### config.mk
export PLATFORM = sky130hd
export DESIGN_NAME = rng_arbiter
export DESIGN_NICKNAME = d
export VERILOG_FILES = /design/src/rtl/rng_arbiter.sv
export SDC_FILE = /design/constraint.sdc
export NUM_CORES = 1
export LEC_CHECK = 0
export CAP_MARGIN = 20
export CORE_MARGIN = 2
export CORE_UTILIZATION = 45
export CTS_CLUSTER_DIAMETER = 200
export DETAILED_ROUTE_END_ITERATION = 16
export GPL_TIMING_DRIVEN = 0
export PLACE_DENSITY = 0.8
export SETUP_SLACK_MARGIN = 0.02
export SYNTH_ARGS = -nofsm -noshare
export SYNTH_HDL_FRONTEND = slang
export SYNTH_SLANG_ARGS = --single-unit
### constraint.sdc
create_clock -name clk -period 1.52 [get_ports clk]
set_input_delay 0.304 -clock clk [delete_from_list [all_inputs] [get_ports clk]]
set_output_delay 0.304 -clock clk [all_outputs]
set_load 0.02 [all_outputs]
### src/rtl/rng_arbiter.sv
// rng_arbiter: round-robin sharing of one 5-bit LFSR among NREQ requesters with rejection sampling
// Ports: clk (rising edge), reset (sync, active-low), rnd (LFSR value), req (per-requester request),
//   ack (one-cycle one-hot grant, rnd_out valid), rnd_out (delivered value), err (fallback value given),
//   busy (state != IDLE), stuck (sticky LFSR lock-up flag, cleared only by reset)
module rng_arbiter #(
    parameter int NREQ      = 4,
    parameter int RANGE     = 32,
    parameter int MAX_TRIES = 8,
    parameter int GAP_CYC   = 5
) (
    input  logic            clk,
    input  logic            reset,
    input  logic [4:0]      rnd,
    input  logic [NREQ-1:0] req,
    output logic [NREQ-1:0] ack,
    output logic [4:0]      rnd_out,
    output logic            err,
    output logic            busy,
    output logic            stuck
);
    localparam int IW = $clog2(NREQ);
    localparam logic [IW:0] NR = (IW+1)'(NREQ);
    typedef enum logic [1:0] {IDLE, DRAW, DONE, GAP} state_t;
    state_t state, state_n;
    logic [IW-1:0] g, g_n, rr, rr_n, pick, g_inc;
    logic [IW:0] idx;
    logic [3:0] tries, tries_n, gap, gap_n;
    logic [4:0] rnd_out_n, prev_rnd;
    logic err_n, found, accept, prev_vld;
    // 6-bit compare so RANGE==32 accepts every value
    assign accept = {1'b0, rnd} < 6'(RANGE);
    assign g_inc = (g == IW'(NREQ - 1)) ? '0 : g + 1'b1;
    assign ack = (state == DONE) ? NREQ'(1) << g : '0;
    assign busy = state != IDLE;
    // first requester at or above rr, wrapping at NREQ
    always_comb begin
        found = 1'b0;
        pick = '0;
        idx = '0;
        for (int i = 0; i < NREQ; i++) begin
            idx = {1'b0, rr} + (IW+1)'(i);
            if (idx >= NR) idx = idx - NR;
            if (!found && req[idx[IW-1:0]]) begin
                found = 1'b1;
                pick = idx[IW-1:0];
            end
        end
    end
    always_comb begin
        state_n = state;
        g_n = g;
        rr_n = rr;
        tries_n = tries;
        gap_n = gap;
        rnd_out_n = rnd_out;
        err_n = err;
        case (state)
            IDLE: if (found) begin
                g_n = pick;
                tries_n = '0;
                state_n = DRAW;
            end
            DRAW: if (!req[g]) begin
                rr_n = g_inc;
                gap_n = '0;
                state_n = (GAP_CYC == 0) ? IDLE : GAP;
            end else if (accept) begin
                rnd_out_n = rnd;
                err_n = 1'b0;
                state_n = DONE;
            end else if (tries == 4'(MAX_TRIES - 1)) begin
                rnd_out_n = '0;
                err_n = 1'b1;
                state_n = DONE;
            end else begin
                tries_n = tries + 4'd1;
            end
            DONE: begin
                rr_n = g_inc;
                gap_n = '0;
                state_n = (GAP_CYC == 0) ? IDLE : GAP;
            end
            GAP: if (gap == 4'(GAP_CYC - 1)) state_n = IDLE;
                 else gap_n = gap + 4'd1;
        endcase
    end
    always_ff @(posedge clk) begin
        if (!reset) begin
            state <= IDLE;
            g <= '0;
            rr <= '0;
            tries <= '0;
            gap <= '0;
            rnd_out <= '0;
            err <= 1'b0;
            prev_rnd <= '0;
            prev_vld <= 1'b0;
            stuck <= 1'b0;
        end else begin
            state <= state_n;
            g <= g_n;
            rr <= rr_n;
            tries <= tries_n;
            gap <= gap_n;
            rnd_out <= rnd_out_n;
            err <= err_n;
            prev_rnd <= rnd;
            prev_vld <= 1'b1;
            if (prev_vld && rnd == prev_rnd) stuck <= 1'b1;
        end
    end
endmodule
==> results.md, run 1 <==
- Status: finished with violations
- Failing checks: setup timing
- Antenna cells: 0
- Synth warn: 0
- Total global-route track usage: 0.177
- Mapped Area: around 0.0012 sq mm
- Synth top area share: 0.370
- Die Wd: between 50 and 60 um
- CTS Buf Count: 3
- Ys async rst share: 0
- Die Ht: around 55 um
- Starting Density: 0.476
- Seq cells post-synth: 22
- Worst setup margin: -0.0898 ns
- Synth area leaders: dfxtp_1 37%, ha_1 11%, and2_1 5.8%
- Post-Synth Simple-Gate Area: 0.221
- Worst-path maximum fanout: 6
- Placed standard-cell area: about 0.0014 sq mm
- CP delay by family, top: multiplexers
- Min-delay src: rnd_out[0]
- Post-synthesis compound-gate area fraction: 0.181
- Area Overhead vs Synth: 39.3%
- Setup Viol. Count Final: 8
- Critical R2R Capture: gap[0]
- CP Cell Sequence: mux4_2, a21o_4, a31oi_4, o22ai_1
- Initial DRC Count: 23
- Crit path DAT: 1.82 ns
- Clk pin slew, worst setup/hold paths: 0.13 ns
- Adder-cell area share of the yosys netlist: 0.105
- Most frequent cells after synthesis: 22 x dfxtp_1, 14 x nand2_1, 11 x and2_1, 10 x ha_1
- ANT nets after route: 0
- Layout net count: 186
- CTS tree: built
- Final slew viol count: 0
- Synth Flop Type: dfxtp_1
- Gp weighted congestion: about 0.74
- Post-synthesis cell type count: 35
- Drt via density: roughly 5.5
- Sequential fraction of the synthesis area: 0.370
- PD cells: between 1000 and 1500 mW/mm^2
- Crit-path slowest cell: mux4_2
- Req. time, crit path: 1.73 ns
- CTS root buf: clkbuf_4
- # Max-Cap Violations: 0
- Detailed-route via count: approximately 1100
- Clk_lat worst skew: 0.31 ns
- R2r setup slk: -0.09 ns
- Routed wire length: between 2 and 3 mm
- Port Buffers: 21
- Synth area leader: dfxtp_1
- Critical Path End Type: register
- Hold depth: 2
- Vias in the first global route: ~1000
- Crit-path max cell delay: roughly 0.59 ns
- Finished layout cell area: around 0.0017 sq mm
- Setup CP Type: reg -> reg
- Multiplexer area fraction after synthesis: 0.0358
- Synth Area per Inst: ~8.9 sq um
- CTS Sinks: 22
- Final Skew: about 0.00086 ns
- Hold Crit Class: reg -> reg
- Core area: around 0.0025 sq mm
- Largest net degree at the start of global routing: 14
- Syn Nets: around 160
- H-tree level count: 1
- DP Worst Slack: -0.534 ns
- Most common cell in the netlist: dfxtp_1
- First-pass GRT wire length: between 4 and 5 mm
- Post-synth EDFFs: 0
- Layout cells sized above 1: 0.305
- IR drop worst, VDD: approximately 0.0012 V
- Residual DRC count: 0
- Tcrit/Tclk final: 1.06
- Nature of the critical path startpoint: register
- Leak: about 0.66 nW
- DP HPWL: roughly 2.0 mm
- First-pass iteration count of the detailed router: 4
- Final Hold Vio Count: 0
- Number of antenna violations at the first check in global routing: 0
- RSZ-0062 raised after global routing: yes
- Combinational family with the most area after synthesis: simple AND/OR/NAND/NOR gates
- Hold worst-path end: rnd_out[0]
- FMAX: a little over 600 MHz
- Crit path time final: between 1.5 and 2 ns
- Die footprint: just over 0.003 sq mm
- WL/cell: between 10 and 15 um
- IO Count: 23
- Cell Rows: 18
- Crit path buffers/inverters: 0
- Dpl cells: roughly 190
- Total global routing overflow: 0
- Clk buf depth: 2
- Critical R2R Launch: g[0]
- Layout Utilization: 0.663
- Post-Syn Instances: approximately 130
- Post-Synth XOR/XNOR Area: 0.0368
- Non-Filler Instances: just under 200
- Worst reg2reg path depth: 4
- Overall power: approximately 2.5 mW
metal layers:
| metal | wire (um) | track usage | part of all wire | vias up |
|---|---|---|---|---|
| li1 | - | - | - | 527 |
| met2 | 1520 | 0.344 | 0.54 | 24 |
| met5 | 0 | 0 | 0 | - |
| met3 | 124 | 0.0539 | 0.044 | 2 |
| met4 | 13 | 0.0314 | 0.0046 | 0 |
| met1 | 1170 | 0.186 | 0.41 | 507 |
sequential cells by signal (all words and copies together) (netlist names):
register	cells
rr	2
rnd_out	5
stuck	1
g	2
prev_rnd	5
prev_vld	1
state	2
gap	4
area by class of cell:
type,instances,area [sq um]
Multi-Input combinational cell,99,812
Timing Repair Buffer,26,245
Fill cell,210,842
Clock buffer,4,47.5
Sequential cell,22,455
Tap cell,30,37.5
Buffer,4,21.3
Inverter,9,38.8
worst max path at each step:
stage / from / end / cells after the start
after floorplan: g[0] / gap[0] / 4
after global placement: req[0] / gap[1] / 5
after detailed placement: req[0] / gap[0] / 5
after CTS: g[0] / gap[0] / 4
after global routing: g[0] / gap[0] / 4
final: g[0] / gap[0] / 4
cells by family (layout without fill, tap and decap cells):
| family | Yosys count | in the layout |
|---|---|---|
| DFF | 22 | 22 |
| adders and majority gates | 10 | 10 |
| other | 1 | 1 |
| muxes | 3 | 3 |
| and+or+nand+nor | 50 | 51 |
| AOI/OAI and AO/OA | 29 | 29 |
| xor gates and xnor gates | 5 | 5 |
| buffers and inverters | 14 | 43 |
report_power, final:
group | total, mW | internal [mW] | leakage [nW] | switching (mW)
Sequential | 0.804 | 0.694 | 0.183 | 0.110
Combinational | 1.29 | 0.615 | 0.447 | 0.676
Clock | 0.389 | 0.201 | 0.0261 | 0.188
Total | 2.48 | 1.51 | 0.656 | 0.974
placed cells by master, fill, tap and decap left out, types with 2 or more instances in the layout:
| cell | count |
|---|---|
| nand2_2 | 2 |
| a21boi_1 | 3 |
| o22ai_1 | 4 |
| nand4_1 | 2 |
| ha_1 | 3 |
| buf_4 | 5 |
| clkbuf_4 | 3 |
| xor2_1 | 4 |
| o221ai_1 | 2 |
| nor2b_1 | 5 |
| nand3_2 | 2 |
| a31oi_1 | 2 |
| and2_4 | 4 |
| mux2i_1 | 2 |
| o21ai_2 | 3 |
| buf_6 | 6 |
| a21oi_1 | 3 |
| nand3_1 | 7 |
| inv_1 | 6 |
| dlygate4sd2_1 | 10 |
| nor2_1 | 3 |
| clkdlybuf4s50_1 | 6 |
| and2_1 | 7 |
| clkbuf_2 | 2 |
| ha_2 | 4 |
| dfxtp_4 | 4 |
| nand2_1 | 13 |
| ha_4 | 3 |
| dfxtp_1 | 18 |
| a21boi_2 | 2 |
| inv_4 | 2 |
tightest hold or removal path: stages (launching register included):
cell	delay, ns
dfxtp_1	0.33
nand2_1	0.05
a21boi_1	0.05
through the flow:
stage,TNS [ns],hold slack (ns)
finish,-0.258,0.460
global placement,-7.27,0.445
global route,-0.644,0.450
CTS,-0.384,0.465
detailed placement,-8.83,0.450
floorplan,0,0.332
timing repair:
item                                    4_1_cts  5_1_grt
pin swaps                                     2       10
hold buffers                                  0        0
cloned                                        0        1
resized for setup                            50       37
endpoints found under the setup margin       26       19
setup buffers                                 3        2
Note: power is estimated with default switching activity, not from simulation.
==> run 2: changes to the inputs <==
CORE_MARGIN = default   (was 2)
==> results.md, run 2 (synthesized netlist as in run 1, its figures left out) <==
- Layout cells sized above 1: 0.213 (was 0.305)
- Starting Density: 0.480 (was 0.476)
- Crit path DAT: 1.78 ns (was 1.82 ns)
- Clk_lat worst skew: 0.31 ns (about the same)
- Gp weighted congestion: 0.742 (was 0.738)
- Hold Crit Class: in -> reg (was reg -> reg)
- H-tree level count: 1 (unchanged)
- FMAX: 636 MHz (was 621 MHz)
- CTS Sinks: 22 (unchanged)
- Largest registers: prev_rnd: 5 flops, rnd_out: 5 flops, gap: 4 flops (unchanged)
- Clk pin slew, worst setup/hold paths: 0.12 ns (was 0.13 ns)
- Die Wd: 53.4 um (was 55.4 um)
- Die footprint: 0.00285 sq mm (was 0.00307 sq mm)
- PD cells: 1420 mW/mm^2 (was 1500 mW/mm^2)
- DP HPWL: 1.81 mm (was 2.00 mm)
- Nature of the critical path startpoint: register (unchanged)
- Failing checks: setup timing (unchanged)
- Routed wire length: 2.54 mm (was 2.82 mm)
- Drt via density: 5.43 (was 5.46)
- Worst setup margin: -0.0518 ns (was -0.0898 ns)
- CTS root buf: clkbuf_4 (unchanged)
- Cell Rows: 18 (unchanged)
- IO Count: 23 (unchanged)
- Total global-route track usage: 0.203 (was 0.177)
- Req. time, crit path: 1.73 ns (about the same)
- First-pass GRT wire length: 4.20 mm (was 4.33 mm)
- Final Skew: 0.000798 ns (was 0.000865 ns)
- Critical Path End Type: register (unchanged)
- Number of antenna violations at the first check in global routing: 0 (unchanged)
- IR drop worst, VDD: 0.000744 V (was 0.00117 V)
- Crit path time final: 1.57 ns (was 1.61 ns)
- CTS Buf Count: 3 (unchanged)
- Most common cell after layout, fill and taps aside: dfxtp_1 (unchanged)
- Detailed-route via count: 1054 (was 1060)
- Residual DRC count: 0 (unchanged)
- Initial DRC Count: 10 (was 23)
- Most frequent cells in the layout: 18 x dfxtp_1, 14 x nand2_1, 10 x and2_1, 10 x dlygate4sd2_1 (was 18 x dfxtp_1, 13 x nand2_1, 10 x dlygate4sd2_1)
- Largest net degree at the start of global routing: 13 (was 14)
- Status: finished with violations (unchanged)
- Worst-path maximum fanout: 6 (unchanged)
- Leak: 0.630 nW (was 0.656 nW)
- Final Hold Vio Count: 0 (unchanged)
- Final slew viol count: 0 (unchanged)
- Die Ht: 53.4 um (was 55.4 um)
- Core area: 0.00248 sq mm (was 0.00250 sq mm)
- # Max-Cap Violations: 0 (unchanged)
- WL/cell: 13.1 um (was 14.6 um)
- Tcrit/Tclk final: 1.03 (was 1.06)
- Port Buffers: 21 (unchanged)
- ANT nets after route: 0 (unchanged)
- Vias in the first global route: 1038 (was 998)
- RSZ-0062 raised after global routing: yes (unchanged)
- Layout Utilization: 0.620 (was 0.663)
- Antenna cells: 0 (unchanged)
- First-pass iteration count of the detailed router: 4 (unchanged)
- Setup Viol. Count Final: 6 (was 8)
- Layout net count: 186 (unchanged)
- CTS tree: built (unchanged)
- Area Overhead vs Synth: 29.1% (was 39.3%)
- Clk buf depth: 2 (unchanged)
- Setup CP Type: reg -> reg (unchanged)
- Total global routing overflow: 0 (unchanged)
- Worst hold slack: 0.458 ns (was 0.460 ns)
## run 2: changes by cell type in the layout (fill, tap and decap cells not counted), sizes merged
cell / previous run / this run
nand2: 16 / 15
buf: 11 / 12
## run 2: final timing paths
| kind | cells past startpoint | slack [ns] | to | start |
|---|---|---|---|---|
| max | 4 | -0.05 | gap[1] | g[0] |
| min reg2reg | 2 | 0.47 | rnd_out[1] | rnd_out[1] |
| min | 1 | 0.46 | prev_vld | reset |
| max reg2reg | 4 | -0.05 | gap[1] | g[0] |
## run 2: routing by layer
layer,GRT usage,part of all wire,vias to the layer above
met5,0,0,-
met4,0.0877,0.018,0
met3,0.0345,0.039,6
met2,0.394,0.53,29
met1,0.207,0.41,494
li1,-,-,525
## run 2: where the power goes
group | switching (mW) | leakage (nW) | internal (mW) | total [mW]
clock | 0.175 | 0.0150 | 0.103 | 0.278
combinational | 0.581 | 0.432 | 0.530 | 1.11
sequential | 0.107 | 0.183 | 0.689 | 0.796
total | 0.863 | 0.630 | 1.32 | 2.18
## run 2: timing repair
action	in CTS	in global routing
setup endpoints to repair	23	19
hold buffers	0	0
buffers inserted	5	1
resized for setup	45	13
pin swaps	1	2
endpoints found under the hold margin	0	0
## run 2: per-stage QoR
| step | setup WS (ns) | instance area (sq um) | setup TNS (ns) | power, mW | cells |
|---|---|---|---|---|---|
| 6_report | -0.0518 | 1540 | -0.203 | 2.18 | 194 |
| 5_1_grt | -0.115 | 1540 | -1.03 | 2.36 | 194 |
| 4_1_cts | -0.0597 | 1510 | -0.339 | 2.12 | 193 |
| 2_1_floorplan | 0.000728 | 1190 | 0 | 1.41 | 134 |
| 3_3_place_gp | -0.492 | 1440 | -7.37 | 1.67 | 185 |
| 3_5_place_dp | -0.514 | 1440 | -8.01 | 1.71 | 185 |
## run 2: critical path: stages (launching register included)
cell,delay (ns)
dfxtp_4,0.40
mux4_2,0.57
a21o_4,0.26
a31oi_4,0.15
o22ai_1,0.09
## run 2: area by class of cell
type | instances | area (sq um)
inverter | 9 | 38.8
timing repair buffer | 27 | 229
multi-input combinational | 98 | 731
clock buffer | 4 | 26.3
tap | 30 | 37.5
buffer | 4 | 21.3
fill | 232 | 941
sequential | 22 | 453
